File: src/rtl/noise_pkg.sv
// noise_pkg: the one place that defines the 24-bit noise LFSR.
// The generator and the checker both import it, so they always agree on
// the polynomial, the seed and the checker state encoding.
//   NOISE_W       : sample width
//   LFSR_TAP_MASK : feedback taps at bits 23, 3, 2 and 0
//   LFSR_SEED     : generator start value
//   lfsr_step()   : one shift of the register, new bit enters at bit 0
//   state_e       : checker FSM states
package noise_pkg;

    localparam int NOISE_W = 24;

    // Bits 23, 3, 2, 0 are XORed to form the feedback bit.
    localparam logic [NOISE_W-1:0] LFSR_TAP_MASK = 24'h80000D;

    localparam logic [NOISE_W-1:0] LFSR_SEED = 24'h8964CE;

    typedef enum logic [1:0] {
        HUNT   = 2'd0,
        VERIFY = 2'd1,
        LOCKED = 2'd2
    } state_e;

    function automatic logic [NOISE_W-1:0] lfsr_step(input logic [NOISE_W-1:0] x);
        return {x[NOISE_W-2:0], ^(x & LFSR_TAP_MASK)};
    endfunction

endpackage

File: src/rtl/noise_sync_check.sv
// noise_sync_check: receive-side checker for the 24-bit LFSR noise stream.
// It seeds a predictor from the first non-zero sample, needs LOCK_COUNT
// correct predictions in a row to declare lock, then free-runs the
// predictor (flywheel) and counts every mismatch. LOSS_COUNT consecutive
// mismatches while locked drop it back to hunting.
// Ports:
//   clk_i, rst_i   : clock, synchronous active-high reset
//   valid_i        : noise_i holds a sample
//   ready_o        : always 1 once out of reset (no backpressure)
//   noise_i        : received sample
//   clear_i        : synchronous clear of err_count_o (wins over increment)
//   locked_o       : registered lock indication
//   err_o          : one-cycle pulse per mismatch seen while locked
//   err_count_o    : saturating mismatch count
module noise_sync_check
    import noise_pkg::*;
#(
    parameter int LOCK_COUNT = 4,
    parameter int LOSS_COUNT = 3,
    parameter int ERR_CNT_W  = 16
) (
    input  logic                 clk_i,
    input  logic                 rst_i,
    input  logic                 valid_i,
    output logic                 ready_o,
    input  logic [NOISE_W-1:0]   noise_i,
    input  logic                 clear_i,
    output logic                 locked_o,
    output logic                 err_o,
    output logic [ERR_CNT_W-1:0] err_count_o
);

    localparam int MW = $clog2(LOCK_COUNT + 1);
    localparam int SW = $clog2(LOSS_COUNT + 1);

    state_e                 state_q, state_d;
    logic [NOISE_W-1:0]     pred_q, pred_d;
    logic [MW-1:0]          match_q, match_d;
    logic [SW-1:0]          miss_q, miss_d;
    logic                   locked_q, locked_d;
    logic                   err_q, err_d;
    logic [ERR_CNT_W-1:0]   cnt_q, cnt_d;
    logic                   ready_q;

    logic accept;
    logic sample_zero;
    logic hit;
    logic locked_miss;

    assign accept      = valid_i & ready_q;
    assign sample_zero = (noise_i == '0);
    assign hit         = (noise_i == pred_q);
    // The predictor is never zero while locked, so a zero sample always
    // lands here as a mismatch.
    assign locked_miss = accept && (state_q == LOCKED) && !hit;

    // State register
    always_ff @(posedge clk_i) begin
        if (rst_i) begin
            state_q  <= HUNT;
            pred_q   <= '0;
            match_q  <= '0;
            miss_q   <= '0;
            locked_q <= 1'b0;
            err_q    <= 1'b0;
            cnt_q    <= '0;
            ready_q  <= 1'b0;
        end else begin
            state_q  <= state_d;
            pred_q   <= pred_d;
            match_q  <= match_d;
            miss_q   <= miss_d;
            locked_q <= locked_d;
            err_q    <= err_d;
            cnt_q    <= cnt_d;
            ready_q  <= 1'b1;
        end
    end

    // Next-state logic: everything holds unless a sample is accepted.
    always_comb begin
        state_d = state_q;
        pred_d  = pred_q;
        match_d = match_q;
        miss_d  = miss_q;
        if (accept) begin
            case (state_q)
                HUNT: begin
                    if (!sample_zero) begin
                        pred_d  = lfsr_step(noise_i);
                        match_d = '0;
                        state_d = VERIFY;
                    end
                end
                VERIFY: begin
                    if (sample_zero) begin
                        state_d = HUNT;
                    end else if (hit) begin
                        pred_d  = lfsr_step(noise_i);
                        match_d = match_q + 1'b1;
                        if (int'(match_q) + 1 == LOCK_COUNT) begin
                            state_d = LOCKED;
                            miss_d  = '0;
                        end
                    end else begin
                        // Reseed from the received sample and start over.
                        pred_d  = lfsr_step(noise_i);
                        match_d = '0;
                    end
                end
                LOCKED: begin
                    // Flywheel: advance from our own prediction so a
                    // corrupted sample cannot knock the alignment off.
                    pred_d = lfsr_step(pred_q);
                    if (hit) begin
                        miss_d = '0;
                    end else begin
                        miss_d = miss_q + 1'b1;
                        if (int'(miss_q) + 1 == LOSS_COUNT) begin
                            state_d = HUNT;
                            miss_d  = '0;
                        end
                    end
                end
                default: state_d = HUNT;
            endcase
        end
    end

    // Output logic (values registered in the state register process)
    always_comb begin
        err_d    = locked_miss;
        locked_d = (state_d == LOCKED);
        cnt_d    = cnt_q;
        if (clear_i) begin
            cnt_d = '0;
        end else if (locked_miss && (cnt_q != {ERR_CNT_W{1'b1}})) begin
            cnt_d = cnt_q + 1'b1;
        end
    end

    assign ready_o     = ready_q;
    assign locked_o    = locked_q;
    assign err_o       = err_q;
    assign err_count_o = cnt_q;

endmodule

File: config.mk
export PLATFORM = sky130hd
export DESIGN_NAME = noise_sync_check
export DESIGN_NICKNAME = d
export VERILOG_FILES = /design/src/rtl/noise_pkg.sv /design/src/rtl/noise_sync_check.sv
export SDC_FILE = /design/constraint.sdc
export NUM_CORES = 1
export LEC_CHECK = 0
export BUFFER_PORTS_ARGS = -buffer_cell sky130_fd_sc_hd__clkbuf_2
export CELL_PAD_IN_SITES_DETAIL_PLACEMENT = 1
export CELL_PAD_IN_SITES_GLOBAL_PLACEMENT = 1
export CORE_MARGIN = 3
export CORE_UTILIZATION = 45
export DETAILED_ROUTE_END_ITERATION = 6
export PLACE_DENSITY_LB_ADDON = 0.25
export SKIP_LAST_GASP = 1
export SLEW_MARGIN = 20
export SYNTH_ARGS = -nofsm -noshare
export SYNTH_HDL_FRONTEND = slang
export SYNTH_SLANG_ARGS = --single-unit
File: constraint.sdc
create_clock -name clk_i -period 3.7 [get_ports clk_i]
set_input_delay 0.74 -clock clk_i [delete_from_list [all_inputs] [get_ports clk_i]]
set_output_delay 0.74 -clock clk_i [all_outputs]
set_load 0.01 [all_outputs]
; Word-level counts from Yosys, hierarchy flattened
; Index checks and enable logic that the tools add are counted.
[op_classes]
n_addsub = 5
n_eq_ne = 12
n_mux = 21
bitwise_logic = 1
n_reduce_logical = 16
[ops]
columns = cell, n
row1 = $pmux W24 S2, 1
row2 = $reduce_xor A24 Y1, 2
row3 = $eq A24 B24 Y1, 1
row4 = $logic_not A24 Y1, 1
row5 = $mux W2, 12
row6 = $mux W24, 1
row7 = $add A16 B1 Y16 const B, 1
row8 = $ne A16 B16 Y1 const B, 1
row9 = $ne A2 B2 Y1 const B, 5
row10 = $mux W3, 3
row11 = $pmux W2 S3, 1
row12 = $pmux W3 S2, 1
row13 = $reduce_bool A2 Y1, 3
row14 = $reduce_and A5 Y1, 1
row15 = $add A3 B1 Y4 const B, 1
row16 = $eq A2 B2 Y1 const B, 2
row17 = $eq A4 B3 Y1 const B, 1
row18 = $pmux W2 S2, 1
row19 = $reduce_and A4 Y1, 1
row20 = $reduce_or A2 Y1, 2
row21 = $add A2 B1 Y3 const B, 1
row22 = $add A3 B1 Y3 const B, 1
row23 = $eq A3 B2 Y1 const B, 1
row24 = $logic_and A1 B1 Y1, 3
row25 = 7 further kinds, 7
[totals]
regBits = 50
inputBits = 28
output_inout_bits = 19
wordCells = 63

; Logic depth before layout (Yosys ltp)
[depth]
depth_word = 8
ltp_mapped = 9
ltp_nobuf = 8

; Worst setup path before layout
; OpenSTA, ideal clock, no wires.
[synth_timing]
kind = input port to flip-flop
start = input port noise_i[2]
end = register pred_q[0]
setup_time_ns = 0.086
arrival_time_ns = 2.084
required_time_ns = 3.614
slack_ns = 1.530
path_stages = 9
path_buffers = 2
cell_sequence = inv_1 > ha_1 > nor4b_1 > nand4_1 > o21ai_1 > a21oi_1 > buf_2 > buf_2 > a211oi_1
[synth_between]
elab_chain_cells = 3
word_cells_on_any_way = 6
cone_classes = eq/ne: 1 / mux: 2 / reduce/logical: 3
[synth_rtl]
columns = element, line_no
row1 = "start, declared", noise_sync_check.sv:26  ; input logic [NOISE_W-1:0] noise_i,
row2 = $reduce_xor A24 Y1 / $logic_not A24 Y1 (equally long branches), "noise_pkg.sv:25, noise_sync_check.sv:51"
row3 = $mux W24 / $ne A2 B2 Y1 (equally long branches), -
row4 = $pmux W24 S2 / $reduce_and A3 Y1 (equally long branches), -
row5 = "end signal, assigned", noise_sync_check.sv:70  ; pred_q <= pred_d;
row6 = "end, declared", noise_sync_check.sv:37  ; logic [NOISE_W-1:0] pred_q, pred_d;
; Several ways; a longest one is shown, not always the timed one. The select of a mux whose other input is x is not followed.
; A chain may end at the register's enable or synchronous reset.

; Worst setup path in the final report
[layout_timing]
start = register state_q[0]
end = register cnt_q[14], in the netlist err_count_o[14]
[layout_between]
elab_chain_cells = 4
[layout_rtl]
columns = element, line_no
row1 = "start, declared", noise_sync_check.sv:36  ; state_e state_q, state_d;
row2 = "start signal, assigned", noise_sync_check.sv:69  ; state_q <= state_d;
row3 = $eq A2 B2 Y1, noise_sync_check.sv:55  ; assign locked_miss = accept && (state_q == LOCKED) && !hit;
row4 = $logic_and A1 B1 Y1 (2 in a row), noise_sync_check.sv:55
row5 = $logic_and A1 B1 Y1, noise_sync_check.sv:137  ; end else if (locked_miss && (cnt_q != {ERR_CNT_W{1'b1}})) begin
row6 = "end signal, assigned", noise_sync_check.sv:75  ; cnt_q <= cnt_d;
row7 = "end, declared", noise_sync_check.sv:42  ; logic [ERR_CNT_W-1:0] cnt_q, cnt_d;
; No other way between the ends.

==> flow_summary.yaml <==
synth:
  yosys-top-cells-area: "sky130_fd_sc_hd__dfxtp_1, sky130_fd_sc_hd__mux2i_1, sky130_fd_sc_hd__xor2_1"
  synthSimpleGateAreaFrac_pct: 22.16
  synth_warn: 0
  synthCells: 315
  synthDominantAreaCellType: "sky130_fd_sc_hd__dfxtp_1"
  synth.top_cell.area_share_pct: 36.18
  synth_fa_ha_area_share_pct: 1.809
  most_frequent_cell_after_synthesis: "sky130_fd_sc_hd__dfxtp_1"
  seq_area_frac_synth_pct: 36.18
  synth_xor_area_share_pct: 9.181
  synth-edff-count: 0
  post_synth.cell_area_avg_um2: 8.782
  synthDistinctLibCells: 43
  post_synth_most_frequent_cells: "sky130_fd_sc_hd__dfxtp_1, sky130_fd_sc_hd__nor2_1, sky130_fd_sc_hd__a211oi_1, sky130_fd_sc_hd__mux2i_1, sky130_fd_sc_hd__xor2_1"
  synth_compound_gate_area_share_pct: 17.37
  post_synth_instance_area_um2: 2766
  synth-main-ff-cell: "sky130_fd_sc_hd__dfxtp_1"
  synth_mux_area_share_pct: 8.684
  ys_seq_elements: 50
  synth.net_count: 347
  synth_async_sr_flop_share_pct: 0
  combinational_family_with_the_most_area_after_synthesis: "simple AND/OR/NAND/NOR gates"
timing:
  timing.fmax_ghz: 0.4069
  setup_viol: 0
  worst-slew-pin-transition_ns: 0.9524
  worst_hold_slack_ns: 0.5016
  final_max_slew_viol_count: 0
  timing.final.crit_period_ns: 2.458
  fin_tns_setup_ns: 0
  slew-limit-headroom_pct: 36.51
  finalWorstSetupSlack_ns: 1.242
  grt_setup_unrepaired: "no"
  finClkSkew_ns: 0.005140
  final_hold_viol_count: 0
  layout_worst_path_cycle_share_pct: 66.42
worst_setup_path:
  setup.reg_to_reg.worst_slack_ns: 1.24
  end_kind: "register"
  rr_worst_depth: 7
  cp.required_ns: 3.94
  path_cells: "inv_1, nand2_2, nor2_1, o21ai_2, buf_4, or4_1, a21oi_1"
  path_max_fanout: 34
  max_stage_delay_ns: 0.52
  cpMaxStageDelayCell: "sky130_fd_sc_hd__or4_1"
  r2r_end: "err_count_o[14]$_SDFFE_PP0P_"
  cp.arrival_ns: 2.70
  worst_r2r_startpoint: "state_q[0]$_SDFF_PP0_"
  worst_setup_path_start_kind: "register"
  critPathKind: "reg -> reg"
final_layout:
  fillers: 710
  final_cells: 422
  final_nets: 381
  drive_gt1_share_pct: 19.71
  layout-area-overhead-vs-synth_pct: 13.52
  layout.core_utilization_pct: 55.01
  n_antenna_cell: 0
  postLayoutCellArea_um2: 3141
routing:
  wl_per_cell_um: 17.23
  vias: 2507
  antenna_left: 0
  detail_route.wirelength_um: 7270
  route.detailed.drc: 0
  vias_per_cell: 5.941
  dr.pass1.iters: 4
  drt_iter0_drc: 117
clocking:
  postCtsSetupRepairBufs: 0
  clk_transition_reported_paths_ns: 0.09
  tritoncts_num_sinks: 50
  tritoncts: "yes"
  cts_made_buffers: 5
  worst_skew_pair.late_latency_ns: 0.31
  clock_tree.htree_level_count: 2
  post_cts_resized: 0
  post_cts_hold_buffer_count: 0
  clockRootBuffer: "sky130_fd_sc_hd__clkbuf_8"
  clockBufferDepth: 2
global_routing:
  grt.met1_usage_pct: 29.27
  grt-busiest-layer: "met2"
  grt_use_total_pct: 21.18
  first_global_vias: 2542
  grt_max_degree: 49
  grt_overflow_total: 0
  grt_antenna_before_repair: 0
  first_pass_grt_wire_length_um: 12480
  globalRouteMet3Util_pct: 3.827
  grtUsageMet2_pct: 33.79
pwr:
  p_total_mw: 1.069
  power_leakage_nw: 1.316
  vdd_drop_max_uv: 196.5
  power.density_cell_area_nw_per_um2: 340.5
placed_design:
  place_inst: 413
  placedInstanceArea_um2: 3008
  port_buffers: 46
  preCtsSetupSlack_ns: 0.7543
  gp_routability_congestion: 0.7770
  detailed_place_hpwl_um: 5189
hold_path:
  worst_hold_path_type: "reg -> reg"
  timing.hold.worst.start: "match_q[2]$_SDFFE_PP0P_"
  worst_hold_path.num_cells: 2
  worst_hold_path.endpoint: "match_q[2]$_SDFFE_PP0P_"
floorplanning:
  die_area_um2: 7124
  floorplan.io_pins: 47
  start_util_pct: 48.45
  num_rows: 27
  fp.dieW_um: 84.41
  core-area_um2: 5709
  chipHeight_um: 84.41
status:
  status: "complete, no violations"
flow_run:
  maxCapViolCount: 0
cells in the final DEF (no fill, tap or decap), types with 2 or more instances in the layout:
cell type,count
sky130_fd_sc_hd__clkbuf_8,7
sky130_fd_sc_hd__or2_2,2
sky130_fd_sc_hd__nor4_1,8
sky130_fd_sc_hd__nor4_2,5
sky130_fd_sc_hd__o21a_1,3
sky130_fd_sc_hd__nor2b_1,2
sky130_fd_sc_hd__nor3b_1,3
sky130_fd_sc_hd__and3_1,2
sky130_fd_sc_hd__and2_1,3
sky130_fd_sc_hd__o31ai_1,12
sky130_fd_sc_hd__xor2_1,24
sky130_fd_sc_hd__mux2i_1,24
sky130_fd_sc_hd__nand2_1,15
sky130_fd_sc_hd__inv_1,8
sky130_fd_sc_hd__dfxtp_1,50
sky130_fd_sc_hd__o21ai_1,2
sky130_fd_sc_hd__nor3_1,3
sky130_fd_sc_hd__clkbuf_2,46
sky130_fd_sc_hd__o21ai_0,3
sky130_fd_sc_hd__nor2_1,31
sky130_fd_sc_hd__xnor2_1,5
sky130_fd_sc_hd__a21oi_1,19
sky130_fd_sc_hd__or4_1,14
sky130_fd_sc_hd__or3_1,2
sky130_fd_sc_hd__nand4_1,7
sky130_fd_sc_hd__nand3_1,6
sky130_fd_sc_hd__ha_1,4
sky130_fd_sc_hd__a211oi_1,24
where the power goes:
part           leakage, nW  internal (mW)  switching [mW]  total, mW
clock               0.0544          0.172           0.190      0.362
combinational        0.854         0.0560          0.0746      0.131
sequential           0.408          0.557          0.0198      0.576
total                 1.32          0.784           0.285       1.07
logic make-up (layout without fill, tap and decap cells):
family	after synthesis	after routing
AO/OA/AOI/OAI	71	71
buffers and inverters	29	64
AND/OR/NAND/NOR	108	108
XOR/XNOR	29	29
multiplexers	24	24
flip-flops	50	50
adder cells (fa/ha/maj)	4	4
final cells by class:
class	instances	area, um^2	share of cell area [%]
sequential	50	1001	31.87
inverter	8	30.03	0.9562
tap	72	90.09	2.869
clock buffer	7	96.34	3.068
clock inverter	1	8.758	0.2789
multi-input combinational	236	1649	52.51
timing repair buffer	48	265.3	8.446
sequential cells by signal, indices dropped and copies added, names as in the netlist:
register and count:
pred_q 24, locked_o 1, miss_q 2, err_count_o 16
ready_o 1, state_q 2, match_q 3, err_o 1
layer usage:
metal  vias to the layer above  wire [um]
li1                       1233          -
met1                      1225       3469
met2                        39       3426
met3                        10        252
met4                         0        122
met5                         -          0
worst max-delay path: cells and delay by family, from the launching register on:
| kind | cells | cell delay, ns |
|---|---|---|
| compound gates | 2 | 0.26 |
| buf+inv | 2 | 0.35 |
| simple gates | 3 | 1.43 |
| flops | 1 | 0.34 |
how the worst max path moves through the flow:
stage / slack (ns) / cells past startpoint / from / to
after floorplan: 1.53 / 9 / noise_i[2] / pred_q[0]$_SDFFE_PP0P_
after global placement: 0.95 / 9 / noise_i[2] / pred_q[23]$_SDFFE_PP0P_
after detailed placement: 0.75 / 9 / noise_i[2] / pred_q[7]$_SDFFE_PP0P_
after CTS: 1.08 / 9 / noise_i[2] / pred_q[22]$_SDFFE_PP0P_
after global routing: 1.01 / 10 / noise_i[2] / pred_q[12]$_SDFFE_PP0P_
final: 1.24 / 7 / state_q[0]$_SDFF_PP0_ / err_count_o[14]$_SDFFE_PP0P_
Power figures use the tool's default switching activity.
